===== src/rtl/timer_core_prescaled.sv =====
// timer_core_prescaled: prescaled down-counting timer with one-shot/auto-reload, pause/resume and sticky irq
module timer_core_prescaled #(
  parameter int WIDTH = 32,
  parameter int PRE_W = 16
) (
  input  logic             clk,
  input  logic             reset_n,
  input  logic             start,
  input  logic             stop,
  input  logic             resume,
  input  logic             irq_clr,
  input  logic             auto_reload,
  input  logic [WIDTH-1:0] load_value,
  input  logic [PRE_W-1:0] prescale,
  output logic [WIDTH-1:0] count,
  output logic             running,
  output logic             expired,
  output logic             irq
);
  typedef enum logic [1:0] {IDLE, RUN, PAUSED} state_e;
  state_e           state_q, state_d;
  logic [WIDTH-1:0] count_q, count_d, reload_q, reload_d;
  logic [PRE_W-1:0] pre_q, pre_d, prescale_q, prescale_d;
  logic             mode_q, mode_d, expired_q, expired_d, irq_q, irq_d, tick;
  // next state: start beats stop beats resume; a running tick is skipped on any control edge
  always_comb begin
    state_d    = state_q;
    count_d    = count_q;
    pre_d      = pre_q;
    reload_d   = reload_q;
    prescale_d = prescale_q;
    mode_d     = mode_q;
    expired_d  = 1'b0;
    tick       = 1'b0;
    if (start) begin
      count_d    = load_value;
      pre_d      = '0;
      reload_d   = load_value;
      prescale_d = prescale;
      mode_d     = auto_reload;
      expired_d  = (load_value == '0);
      state_d    = (load_value == '0) ? IDLE : RUN;
    end else if (state_q == RUN && stop) begin
      state_d = PAUSED;
    end else if (state_q == PAUSED && resume) begin
      state_d = RUN;
    end else if (state_q == RUN) begin
      tick  = (pre_q == prescale_q);
      pre_d = tick ? '0 : pre_q + PRE_W'(1);
      if (tick && count_q > WIDTH'(1)) begin
        count_d = count_q - WIDTH'(1);
      end else if (tick) begin
        expired_d = 1'b1;
        count_d   = mode_q ? reload_q : '0;
        state_d   = mode_q ? RUN : IDLE;
      end
    end
    irq_d = expired_d | (irq_q & ~irq_clr);
  end
  // state and datapath registers, cleared asynchronously so a reset aborts any pending expiry
  always_ff @(posedge clk or negedge reset_n) begin
    if (!reset_n) begin
      state_q    <= IDLE;
      count_q    <= '0;
      pre_q      <= '0;
      reload_q   <= '0;
      prescale_q <= '0;
      mode_q     <= 1'b0;
      expired_q  <= 1'b0;
      irq_q      <= 1'b0;
    end else begin
      state_q    <= state_d;
      count_q    <= count_d;
      pre_q      <= pre_d;
      reload_q   <= reload_d;
      prescale_q <= prescale_d;
      mode_q     <= mode_d;
      expired_q  <= expired_d;
      irq_q      <= irq_d;
    end
  end
  assign count   = count_q;
  assign running = (state_q == RUN);
  assign expired = expired_q;
  assign irq     = irq_q;
endmodule


===== config.mk =====
export PLATFORM = sky130hd
export DESIGN_NAME = timer_core_prescaled
export DESIGN_NICKNAME = d
export VERILOG_FILES = /design/src/rtl/timer_core_prescaled.sv
export SDC_FILE = /design/constraint.sdc
export NUM_CORES = 1
export LEC_CHECK = 0
export CAP_MARGIN = 20
export CORE_MARGIN = 5
export CORE_UTILIZATION = 54
export CTS_CLUSTER_DIAMETER = 50
export DETAILED_ROUTE_END_ITERATION = 8
export GPL_ROUTABILITY_DRIVEN = 0
export PLACE_DENSITY_LB_ADDON = 0.25
export SYNTH_ARGS = -nofsm -noshare
export SYNTH_HDL_FRONTEND = slang
export SYNTH_SLANG_ARGS = --single-unit

===== constraint.sdc =====
create_clock -name clk -period 3.05 [get_ports clk]
set_clock_uncertainty 0.1 [all_clocks]
set_input_delay 0.61 -clock clk [delete_from_list [all_inputs] [get_ports clk]]
set_output_delay 0.61 -clock clk [all_outputs]
set_load 0.02 [all_outputs]

==> metrics <==
achievable frequency ~0.36 GHz; Cells after Synth roughly 570; Place WS about 0.28 ns; total power 3.10 mW; initial antenna violation count 0; CP max stage delay 0.51 ns; final core occ 0.678; post-CTS resize count 0; grt total ovfl 0; wire length on met1 between 6 and 7 mm; worst path bufs/invs 1; Rows 37; fin crit period roughly 2.8 ns; Vias per Instance between 6 and 7; Die H about 110 um; first-pass detailed-route iteration total 5; CP max FO 14; DR WL met2 around 8 mm; share of the synthesized area in the top cell type 0.449; maxcap violations 0; post-synthesis register bit count 101; die area around 13000 um^2; DR iter-0 viols just under 400; DR WL/cell slightly below 20 um; largest net degree at the start of global routing 54; Lkg Pwr around 2.8 nW; worst path cell trace or3_1 -> nor4_1 -> nand4b_2 -> nand2_1 -> buf_4 -> mux2_2 -> o21ai_0; crit path capture type flop; CP arrival roughly 3.0 ns; Post-synth EDFFs 0; highest metal used met4; die width between 100 and 150 um; worst min path class input port to async pin; I/O pin cnt 90; slowest stage cell, crit path nor4_1; Pwr per Cell Area 447 nW/um^2; via count a little over 5000; synth warn 0; Post-synth ARST share 1.00; DR DRC count 0; cell taking the most area after synthesis dfrtp_1; clock root buffer master clkbuf_8; Hold WS 0.181 ns; final worst setup slack around 0.24 ns; number of global-route vias before repair 5044; Top FF cell, synth dfrtp_1; Setup CP Type flop to flop; Non-Filler Instances 800; Worst-path clk slew approximately 0.11 ns; worst skew pair latency between 0.3 and 0.4 ns; critical path launch point type flop; nets 717; fraction of layout cells with a size suffix above 1 0.169; TritonCTS Buffers 9; Post-DP HPWL 11.6 mm; register area share after synthesis 0.449; CTS max path bufs 2; Final period util 0.920; Mapped Nets about 620; worst vdd ir about 0.00043 V; most frequent cells in the layout 101 x dfrtp_1, 87 x clkdlybuf4s50_1, 48 x nand2_1; Setup-failing EPs final 0; Slew Viols, Final 0; Port Buffer Count between 80 and 90; clk sinks 101; area grow syn2layout 23.2%; Sum Neg Setup Slack 0 ns; Worst Path Required 3.26 ns; most common cell after layout, fill and taps aside dfrtp_1; antenna-violating nets left 0; CTS tree built; Max-slew headroom 0.507; Mapped Area ~5600 um^2; Starting Density 0.550; post-synthesis area per instance 9.97 um^2; Post-CTS Setup Inserts 0; Final Cell Area between 6000 and 7000 um^2; metal3 WL between 1 and 1.5 mm; final hold violation count 0; Tot GR Track Use 0.256; Tightest Pin Transition between 0.7 and 0.8 ns; synth unique cells 71; crit-path leading delay family simple AND/OR/NAND/NOR gates; H-tree depth 3; RSZ-0062 raised after global routing no; status finished clean; Detailed Route WL between 15 and 20 mm; placed cells 784; Ant. Diodes 0; # hold bufs at CTS 0; top post-synthesis cells by area dfrtp_1 45%, mux2_2 9.0%, xor2_1 4.4%, o21ai_0 3.5%, nand2_1 3.2%; DP Area between 6000 and 7000 um^2; Core Area roughly 10000 um^2; first-pass GRT wire length approximately 26 mm
cell families after synthesis:
kind of cell | share of synthesized area
buf+inv | 0.0413
fa+ha+maj | 0.00667
flops | 0.449
xor+xnor | 0.0575
simple gates | 0.182
mux | 0.0980
compound gates | 0.165
sequential cells by signal, summed over array words and instances (netlist names):
name,flops
irq,1
pre_q,16
state_q,2
reload_q,32
expired,1
mode_q,1
prescale_q,16
count,32
area by class of cell:
type / count / area (um^2)
clock inverter: 7 / 67.6
multi-input combinational: 414 / 2880
tap: 136 / 170
sequential: 101 / 2530
inverter: 15 / 56.3
clock buffer: 9 / 124
fill: 826 / 3290
timing repair buffer: 118 / 1120
power by group:
| part | internal (mW) | switching, mW |
|---|---|---|
| Combinational | 0.336 | 0.341 |
| Sequential | 1.45 | 0.127 |
| Clock | 0.318 | 0.525 |
metal layers:
| metal | track usage | vias to the layer above |
|---|---|---|
| met5 | 0 | - |
| met4 | 0.0962 | 0 |
| met3 | 0.0512 | 41 |
| met2 | 0.426 | 271 |
| met1 | 0.331 | 2496 |
| li1 | - | 2306 |
Yosys cell counts, types with 13 or more instances:
| library cell | count |
|---|---|
| mux2_2 | 45 |
| clkbuf_1 | 22 |
| dfrtp_1 | 101 |
| nand3_1 | 14 |
| a21oi_1 | 14 |
| nor2_1 | 33 |
| xor2_1 | 28 |
| nor4_1 | 21 |
| inv_1 | 14 |
| a22oi_1 | 13 |
| o21ai_0 | 39 |
| nor3_1 | 17 |
| nand2_1 | 48 |
path summary, 6_finish.rpt:
| path | start | end | cells past startpoint | slack [ns] |
|---|---|---|---|---|
| max | count[29] | count[21] | 7 | 0.24 |
| min | reset_n | count[11] | 1 | 0.18 |
| max reg2reg | count[29] | count[21] | 7 | 0.24 |
| min reg2reg | reload_q[22] | reload_q[22] | 1 | 0.42 |
| max in group asynchronous | reset_n | count[4] | 2 | 1.96 |
| min in group clk | reload_q[22] | reload_q[22] | 1 | 0.42 |
Note: power is estimated with default switching activity, not from simulation.
